File: src/rtl/nap_pkg.sv
// Shared definitions for the nap countdown core: state encoding, BCD digit
// positions within the packed HH:MM:SS word, and digit limits.
package nap_pkg;

  typedef enum logic [2:0] {
    StIdle  = 3'd0,
    StReady = 3'd1,
    StRun   = 3'd2,
    StPause = 3'd3,
    StAlarm = 3'd4
  } state_e;

  // Word layout is {H10, H1, M10, M1, S10, S1}, one nibble each
  localparam int unsigned S1Lsb  = 0;
  localparam int unsigned S10Lsb = 4;
  localparam int unsigned M1Lsb  = 8;
  localparam int unsigned M10Lsb = 12;
  localparam int unsigned H1Lsb  = 16;
  localparam int unsigned H10Lsb = 20;

  localparam logic [3:0] DigitMax = 4'd9;
  localparam logic [3:0] TensMax  = 4'd5;
  localparam logic [7:0] HourMax  = 8'd23;

endpackage

File: src/rtl/nap_countdown_core_dec.sv
// Combinational BCD HH:MM:SS one-second decrementer with zero and validity
// flags; shared by the countdown datapath and load checking.
module bcd_time_dec
  import nap_pkg::*;
(
  input  logic [23:0] i_time,
  output logic [23:0] o_time,
  output logic        o_is_zero,
  output logic        o_is_valid
);

  logic [3:0] w_s1, w_s10, w_m1, w_m10, w_h1, w_h10;
  logic       w_b_s1, w_b_s10, w_b_m1, w_b_m10, w_b_h1;
  logic [7:0] w_hours;

  assign w_s1  = i_time[S1Lsb  +: 4];
  assign w_s10 = i_time[S10Lsb +: 4];
  assign w_m1  = i_time[M1Lsb  +: 4];
  assign w_m10 = i_time[M10Lsb +: 4];
  assign w_h1  = i_time[H1Lsb  +: 4];
  assign w_h10 = i_time[H10Lsb +: 4];

  // Borrow ripples upward while each lower digit sits at zero
  assign w_b_s1  = (w_s1 == 4'd0);
  assign w_b_s10 = w_b_s1  && (w_s10 == 4'd0);
  assign w_b_m1  = w_b_s10 && (w_m1  == 4'd0);
  assign w_b_m10 = w_b_m1  && (w_m10 == 4'd0);
  assign w_b_h1  = w_b_m10 && (w_h1  == 4'd0);

  always_comb begin
    o_time = i_time;
    o_time[S1Lsb +: 4] = w_b_s1 ? DigitMax : w_s1 - 4'd1;
    if (w_b_s1)  o_time[S10Lsb +: 4] = (w_s10 == 4'd0) ? TensMax  : w_s10 - 4'd1;
    if (w_b_s10) o_time[M1Lsb  +: 4] = (w_m1  == 4'd0) ? DigitMax : w_m1  - 4'd1;
    if (w_b_m1)  o_time[M10Lsb +: 4] = (w_m10 == 4'd0) ? TensMax  : w_m10 - 4'd1;
    if (w_b_m10) o_time[H1Lsb  +: 4] = (w_h1  == 4'd0) ? DigitMax : w_h1  - 4'd1;
    if (w_b_h1)  o_time[H10Lsb +: 4] = w_h10 - 4'd1;
  end

  assign w_hours   = ({4'd0, w_h10} * 8'd10) + {4'd0, w_h1};
  assign o_is_zero = (i_time == 24'd0);

  assign o_is_valid = (w_s1 <= DigitMax) && (w_s10 <= TensMax) &&
                      (w_m1 <= DigitMax) && (w_m10 <= TensMax) &&
                      (w_h1 <= DigitMax) && (w_h10 <= DigitMax) &&
                      (w_hours <= HourMax) && !o_is_zero;

endmodule

File: src/rtl/nap_countdown_core.sv
// BCD HH:MM:SS countdown engine with one-second tick divider, pause/resume,
// bounded snooze re-arm and a self-expiring alarm phase.
module nap_countdown_core
  import nap_pkg::*;
#(
  parameter int unsigned TICK_DIV        = 50000000,
  parameter int unsigned SNOOZE_MIN      = 5,
  parameter int unsigned MAX_SNOOZE      = 3,
  parameter int unsigned ALARM_TIMEOUT_S = 60
) (
  input  logic        i_clock,
  input  logic        i_reset,
  input  logic        i_load,
  input  logic [23:0] i_load_time,
  input  logic        i_start,
  input  logic        i_pause,
  input  logic        i_snooze,
  input  logic        i_cancel,
  output logic [23:0] o_time_out,
  output logic [2:0]  o_state,
  output logic        o_alarm,
  output logic        o_complete,
  output logic        o_load_err,
  output logic        o_expired,
  output logic [3:0]  o_snooze_left
);

  localparam int unsigned TickW      = (TICK_DIV > 2) ? $clog2(TICK_DIV) : 1;
  localparam logic [23:0] SnoozeTime = {8'h00, 4'(SNOOZE_MIN / 10), 4'(SNOOZE_MIN % 10), 8'h00};

  state_e             r_state, w_state_d;
  logic [23:0]        r_time, w_time_d;
  logic [TickW-1:0]   r_tick, w_tick_d;
  logic [7:0]         r_alarm_s, w_alarm_s_d;
  logic [3:0]         r_snooze_left, w_snooze_left_d;
  logic               r_alarm, r_complete, r_load_err, r_expired;
  logic               w_complete_d, w_load_err_d, w_expired_d, w_take_load;
  logic               w_tick_wrap;
  logic [23:0]        w_dec_time, w_ld_dec_unused;
  logic               w_load_valid, w_dec_zero_unused, w_dec_valid_unused, w_ld_zero_unused;

  bcd_time_dec u_run_dec (
    .i_time     (r_time),
    .o_time     (w_dec_time),
    .o_is_zero  (w_dec_zero_unused),
    .o_is_valid (w_dec_valid_unused)
  );

  bcd_time_dec u_load_chk (
    .i_time     (i_load_time),
    .o_time     (w_ld_dec_unused),
    .o_is_zero  (w_ld_zero_unused),
    .o_is_valid (w_load_valid)
  );

  assign w_tick_wrap = (r_tick == TickW'(TICK_DIV - 1));

  always_comb begin
    w_state_d       = r_state;
    w_time_d        = r_time;
    w_tick_d        = r_tick;
    w_alarm_s_d     = r_alarm_s;
    w_snooze_left_d = r_snooze_left;
    w_complete_d    = 1'b0;
    w_load_err_d    = 1'b0;
    w_expired_d     = 1'b0;
    w_take_load     = 1'b0;

    if (i_cancel) begin
      w_state_d       = StIdle;
      w_time_d        = 24'd0;
      w_tick_d        = '0;
      w_alarm_s_d     = 8'd0;
      w_snooze_left_d = 4'(MAX_SNOOZE);
    end else begin
      unique case (r_state)
        StIdle: w_take_load = i_load;
        StReady, StPause: begin
          if (i_start) begin
            w_state_d = StRun;
            if (r_state == StReady) w_tick_d = '0;
          end else begin
            w_take_load = i_load;
          end
        end
        StRun: begin
          if (i_pause) begin
            w_state_d = StPause;
          end else if (w_tick_wrap) begin
            w_tick_d = '0;
            w_time_d = w_dec_time;
            if (w_dec_time == 24'd0) begin
              w_state_d    = StAlarm;
              w_complete_d = 1'b1;
              w_alarm_s_d  = 8'd0;
            end
          end else begin
            w_tick_d = r_tick + TickW'(1);
          end
        end
        StAlarm: begin
          if (i_snooze && (r_snooze_left != 4'd0)) begin
            w_state_d       = StRun;
            w_time_d        = SnoozeTime;
            w_tick_d        = '0;
            w_snooze_left_d = r_snooze_left - 4'd1;
          end else if (w_tick_wrap) begin
            w_tick_d = '0;
            if (r_alarm_s == 8'(ALARM_TIMEOUT_S - 1)) begin
              w_state_d       = StIdle;
              w_expired_d     = 1'b1;
              w_alarm_s_d     = 8'd0;
              w_snooze_left_d = 4'(MAX_SNOOZE);
            end else begin
              w_alarm_s_d = r_alarm_s + 8'd1;
            end
          end else begin
            w_tick_d = r_tick + TickW'(1);
          end
        end
        default: w_state_d = StIdle;
      endcase

      // A valid load in PAUSE keeps the session paused with a fresh second
      if (w_take_load) begin
        if (w_load_valid) begin
          w_time_d  = i_load_time;
          w_tick_d  = '0;
          w_state_d = (r_state == StPause) ? StPause : StReady;
        end else begin
          w_load_err_d = 1'b1;
        end
      end
    end
  end

  always_ff @(posedge i_clock) begin
    if (i_reset) begin
      r_state       <= StIdle;
      r_time        <= 24'd0;
      r_tick        <= '0;
      r_alarm_s     <= 8'd0;
      r_snooze_left <= 4'(MAX_SNOOZE);
      r_alarm       <= 1'b0;
      r_complete    <= 1'b0;
      r_load_err    <= 1'b0;
      r_expired     <= 1'b0;
    end else begin
      r_state       <= w_state_d;
      r_time        <= w_time_d;
      r_tick        <= w_tick_d;
      r_alarm_s     <= w_alarm_s_d;
      r_snooze_left <= w_snooze_left_d;
      r_alarm       <= (w_state_d == StAlarm);
      r_complete    <= w_complete_d;
      r_load_err    <= w_load_err_d;
      r_expired     <= w_expired_d;
    end
  end

  assign o_time_out    = r_time;
  assign o_state       = r_state;
  assign o_alarm       = r_alarm;
  assign o_complete    = r_complete;
  assign o_load_err    = r_load_err;
  assign o_expired     = r_expired;
  assign o_snooze_left = r_snooze_left;

endmodule

File: config.mk
export PLATFORM = sky130hd
export DESIGN_NAME = nap_countdown_core
export DESIGN_NICKNAME = d
export VERILOG_FILES = /design/src/rtl/nap_pkg.sv /design/src/rtl/nap_countdown_core_dec.sv /design/src/rtl/nap_countdown_core.sv
export SDC_FILE = /design/constraint.sdc
export NUM_CORES = 1
export LEC_CHECK = 0
export CORE_AREA = 4 4 96 98
export CTS_CLUSTER_SIZE = 40
export DETAILED_ROUTE_END_ITERATION = 8
export DIE_AREA = 0 0 100 102
export DONT_BUFFER_PORTS = 1
export GPL_TIMING_DRIVEN = 0
export PLACE_DENSITY = 0.81
export SYNTH_ARGS = -nofsm -noshare
export SYNTH_HDL_FRONTEND = slang
export SYNTH_HIERARCHICAL = 1
export SYNTH_SLANG_ARGS = --single-unit
File: constraint.sdc
create_clock -name i_clock -period 4.3 [get_ports i_clock]
set_input_delay 0.645 -clock i_clock [delete_from_list [all_inputs] [get_ports i_clock]]
set_output_delay 0.645 -clock i_clock [all_outputs]
set_load 0.1 [all_outputs]
# Yosys cells after proc, flatten, opt, wreduce, memory -nomap -nowiden
# Index checks and enable logic that the tools add are counted.
dict set report word_totals {
  reg_bits 69
  inputBits 31
  output_inout_bits 35
  elab_cells 127
}
dict set report classes {
  addsub 10
  multipliers 1
  n_lt_le_gt_ge 7
  n_eq_ne 12
  muxes 52
  n_bitwise 4
  n_reduce_logical 32
}
# op count
set ops {}
lappend ops {{$mux 26} 7}
lappend ops {{$mux 24} 5}
lappend ops {{$pmux 26 s3} 1}
lappend ops {{$mux 4} 13}
lappend ops {{$logic_not 24->1} 2}
lappend ops {{$mux 8} 6}
lappend ops {{$pmux 24 s2} 1}
lappend ops {{$mux 3} 10}
lappend ops {{$sub 4x1->4 const B} 7}
lappend ops {{$add 26x1->26 const B} 1}
lappend ops {{$eq 26x26->1 const B} 1}
lappend ops {{$logic_not 4->1} 5}
lappend ops {{$le 4x4->1 const B} 4}
lappend ops {{$pmux 8 s2} 1}
lappend ops {{$logic_and 1x1->1} 12}
lappend ops {{$pmux 3 s4} 1}
lappend ops {{$ne 2x2->1 const B} 5}
lappend ops {{$reduce_or 5->1} 2}
lappend ops {{$add 8x1->8 const B} 1}
lappend ops {{$add 8x4->8} 1}
lappend ops {{$eq 8x6->1 const B} 1}
lappend ops {{$le 4x3->1 const B} 2}
lappend ops {{$le 8x5->1 const B} 1}
lappend ops {{$mul 4x3->7 const B} 1}
lappend ops {{other kinds (15)} 27}

# Longest topological paths before layout
dict set report depth {
  depth_word 15
  ltp_mapped 13
  depth_no_buf 12
}

# By module
# The synthesis kept the hierarchy.
# module n_inst cells_per_inst area_per_inst_um2 seq_area_each_um2
set by_module_without_submodules {}
lappend by_module_without_submodules {nap_countdown_core 1 457 3652.3 1381.3}
lappend by_module_without_submodules {bcd_time_dec 2 110 834.6 0.0}

# Least setup slack after synthesis
# No wires, ideal clock.
dict set report synth_path {
  kind {input to register}
  startpoint {in i_load_time[21]}
  endpoint {reg r_tick[16]}
  setup_ns 0.129
  t_arrival_ns 3.410
  required_time_ns 4.171
  setup_slack_ns 0.761
  path_stages 12
  path_buffers 1
  path_cell_list {ha_1 -> ha_1 -> inv_1 -> fa_1 -> xnor2_1 -> or4_1 -> nor4_2 -> a31o_2 -> clkbuf_1 -> a21oi_1 -> a32oi_1 -> o31ai_1}
}
dict set report synth_between {
  elab_chain_cells 7
  elab_cells_between_ends 11
  cone_classes {1 x add/sub; 1 x mul; 2 x order compare; 2 x mux; 5 x reduce/logical}
}
# element line
set synth_rtl {}
lappend synth_rtl {{start: declaration} nap_countdown_core.sv:14} ;# input logic [23:0] i_load_time,
lappend synth_rtl {{$mul 4x3->7} nap_countdown_core_dec.sv:40} ;# assign w_hours = ({4'd0, w_h10} * 8'd10) + {4'd0, w_h1};
lappend synth_rtl {{$add 8x4->8} nap_countdown_core_dec.sv:40}
lappend synth_rtl {{$le 8x5->1} nap_countdown_core_dec.sv:46} ;# (w_hours <= HourMax) && !o_is_zero;
lappend synth_rtl {{$logic_and 1x1->1} nap_countdown_core_dec.sv:45} ;# (w_h1 <= DigitMax) && (w_h10 <= DigitMax) &&
lappend synth_rtl {{$logic_and 1x1->1 *} nap_countdown_core_dec.sv:46}
lappend synth_rtl {{net w_load_valid} nap_countdown_core.sv:40} ;# logic w_load_valid, w_dec_zero_unused, w_dec_valid_unused, w_ld_zero_unused;
lappend synth_rtl {{$mux 26 *} nap_countdown_core.sv:126} ;# if (w_load_valid) begin
lappend synth_rtl {{$mux 26 *} nap_countdown_core.sv:125} ;# if (w_take_load) begin
lappend synth_rtl {{end signal: assignment} nap_countdown_core.sv:151} ;# r_tick <= w_tick_d;
lappend synth_rtl {{end: declaration} nap_countdown_core.sv:33} ;# logic [TickW-1:0] r_tick, w_tick_d;
# The timed path passes the listed nets; every way through them passes the cells marked *.
# A chain may end at the register's enable or synchronous reset.

# Final worst setup path
dict set report layout_path {
  startpoint {in i_load_time[21]}
  endpoint {reg r_tick[18]}
}
# Same word-level chain as after synthesis.

==> run_results.csv <==
group,metric,value,unit
clock_network,ctsLongestPathBuffers,2,
setup_path,arrival,4.24,ns
setup_path,critPathLaunchType,"input pin",
yosys,syn-cell-area,4599,um^2
layout,multiInputGateArea,3027,um^2
layout,seq_area,1381,um^2
timing,slew_headroom,0.1833,
power_and_ir_drop,power_frac_comb,0.064,
clock_network,cts_setup_buffers,0,
routing,viasPerCell,6.531,
place,gp_congestion,0.9048,
routing,dr.pass1.iters,6,
floorplanning,die_height,102,um
clock_network,cts_resized,0,
outcome,status,"complete, no violations",
setup_path,endpoint_kind,"flop",
power_and_ir_drop,power.switching,339.9,uW
layout,area_delta_synth_final,7.971,%
floorplanning,initial_core_util,0.5433,
setup_path,cp_max_fo,10,
routing,drc,0,
yosys,ys_warn_count,6,
clock_network,clock_latency,0.37,ns
setup_path,crit_start,"i_load_time[21]",
layout,drive_gt1_frac,0.1007,
timing,setup_tns,0,ns
timing,hold_viol,0,
global_route,grtUsageTotal,0.2497,
clock_network,cts_made_buffers,9,
job,timing.max_cap.violations,0,
place,io_buffers,0,
layout,fillers,743,
routing,finalWirelength,12750,um
power_and_ir_drop,seqPwrFrac,0.474,
setup_path,critPathRequiredTime,4.54,ns
place,dpl-instance-area,4735,um^2
global_route,grt_first_pass_wirelength,20820,um
timing,fin_crit,3.999,ns
timing,setup-violations-final,0,
clock_network,htree_num_levels,3,
clock_network,cts_tree,"yes",
layout,final_area,4966,um^2
clock_network,root_buffer,"clkbuf_8",
yosys,syn_inst,580,
yosys,syn_avg_cell_area,7.930,um^2
power_and_ir_drop,p_int,1019,uW
hold_path,hold_path_class,"input pin to flop",
floorplanning,die_x,100,um
routing,ant_nets,0,
timing,post-route-period-util,0.9299,
power_and_ir_drop,power.leakage,0.001721,uW
setup_path,r2r-start,"o_time_out[3]",
power_and_ir_drop,max-vdd-ir-drop,0.0001709,V
yosys,syn_nets,629,
clock_network,ctsHoldBuffers,0,
timing,worstMarginPinSlew,1.223,ns
power_and_ir_drop,switching_share,0.2501,
timing,rsz0062_at_grt,"no",
power_and_ir_drop,clkPwrFrac,0.462,
floorplanning,fp-row-count,34,
global_route,grt_start_max_net_pins,14,
routing,drt_iter0_drc,283,
power_and_ir_drop,powerDensity,273.7,nW/um^2
timing,max_freq,250.1,MHz
clock_network,cts_num_sinks,69,
timing,clock_skew,0.01703,ns
place,dpl.hpwl,9601,um
floorplanning,core-area,8466,um^2
hold_path,min-delay-start,"i_load_time[7]",
timing,slew_viol_final,0,
global_route,grt_pass1_vias,4362,
floorplanning,io_pins,66,
global_route,overflow,0,
global_route,antenna_found_initial,0,
layout,final_nets,640,
setup_path,worstSetupPathType,"input pin to flop",
layout,antenna-diode-count,0,
clock_network,clkTransAtPathRegs,0.09,ns
routing,wl_per_cell,18.11,um
routing,via_count,4598,
floorplanning,dieArea,10200,um^2
[layout make-up]
class,instances,area share
buffer,23,0.02192
clock buffer,10,0.02771
clock inverter,6,0.01890
inverter,22,0.01663
multi-input combinational,466,0.6095
sequential,69,0.2782
tap,108,0.02721
[path summary, 6_finish.rpt]
path / endpoint / depth (start not counted) / slack, ns
setup / recovery: r_tick[18] / 13 / 0.30
hold / removal: o_time_out[7] / 2 / 0.41
setup reg to reg: r_alarm_s[4] / 10 / 0.50
hold reg to reg: r_alarm_s[1] / 2 / 0.49
[stage by stage]
| stage | total power (uW) | hold WS [ns] | instances | util | worst slack, ns |
|---|---|---|---|---|---|
| floorplan | 724.9 | 0.4516 | 580 | - | 0.7610 |
| global placement | 739.5 | 0.4629 | 688 | 0.5593 | 0.1533 |
| detailed placement | 744.9 | 0.4763 | 688 | 0.5593 | 0.02071 |
| CTS | 1362 | 0.4142 | 704 | 0.5866 | 0.3855 |
| global route | 1394 | 0.4212 | 704 | 0.5866 | 0.1928 |
| finish | 1359 | 0.4132 | 704 | 0.5866 | 0.3015 |
[cell usage in the layout (no fill, tap or decap), types with 4 or more instances in the layout]
master	instances
or3_2	6
and3_1	9
xnor2_1	10
nand3b_1	4
clkbuf_1	17
nor2b_1	7
and4_1	4
mux2i_1	7
nor2_1	40
mux2_2	4
a21oi_1	21
clkbuf_8	10
nand2b_1	4
o211ai_1	24
nor3_1	14
a31oi_1	17
a21o_1	6
nor4_1	15
nand3_1	49
nand4_1	12
xor2_1	8
nor3b_1	4
ha_1	16
or4_2	4
o21ai_0	25
inv_1	21
nand2_1	84
dfxtp_1	69
or4_1	4
[worst max-delay path, stage by stage]
cell	delay (ns)
ha_1	0.30
ha_1	0.24
inv_1	0.08
fa_1	0.45
a211oi_1	0.29
mux2_2	0.20
a21oi_1	0.08
nor4_2	0.60
a31o_2	0.33
clkbuf_1	0.38
a21oi_1	0.28
a32oi_1	0.26
o31ai_1	0.10
[flip-flops by register name, summed over array words and instances (netlist names)]
register,count
r_alarm_s,8
o_load_err,1
o_state,3
o_snooze_left,4
o_complete,1
o_alarm,1
o_expired,1
o_time_out,24
r_tick,26
[power groups by stage]
stage / Sequential, uW / Clock (uW) / Combinational [uW]
2_1_floorplan: 659 / 0 / 65.8
6_report: 644 / 627 / 87.3
5_1_grt: 645 / 655 / 94.6
4_1_cts: 644 / 632 / 85.6
3_5_place_dp: 659 / 0 / 85.5
3_3_place_gp: 659 / 0 / 80.1
[layer usage]
metal,wire (um),vias up,global-route usage,share of wire
li1,-,2183,-,-
met1,5178,2192,0.3011,0.41
met4,305,0,0.1161,0.024
met3,1134,29,0.06280,0.089
met2,6133,194,0.4202,0.48
met5,0,-,0,0
Power figures use the tool's default switching activity.
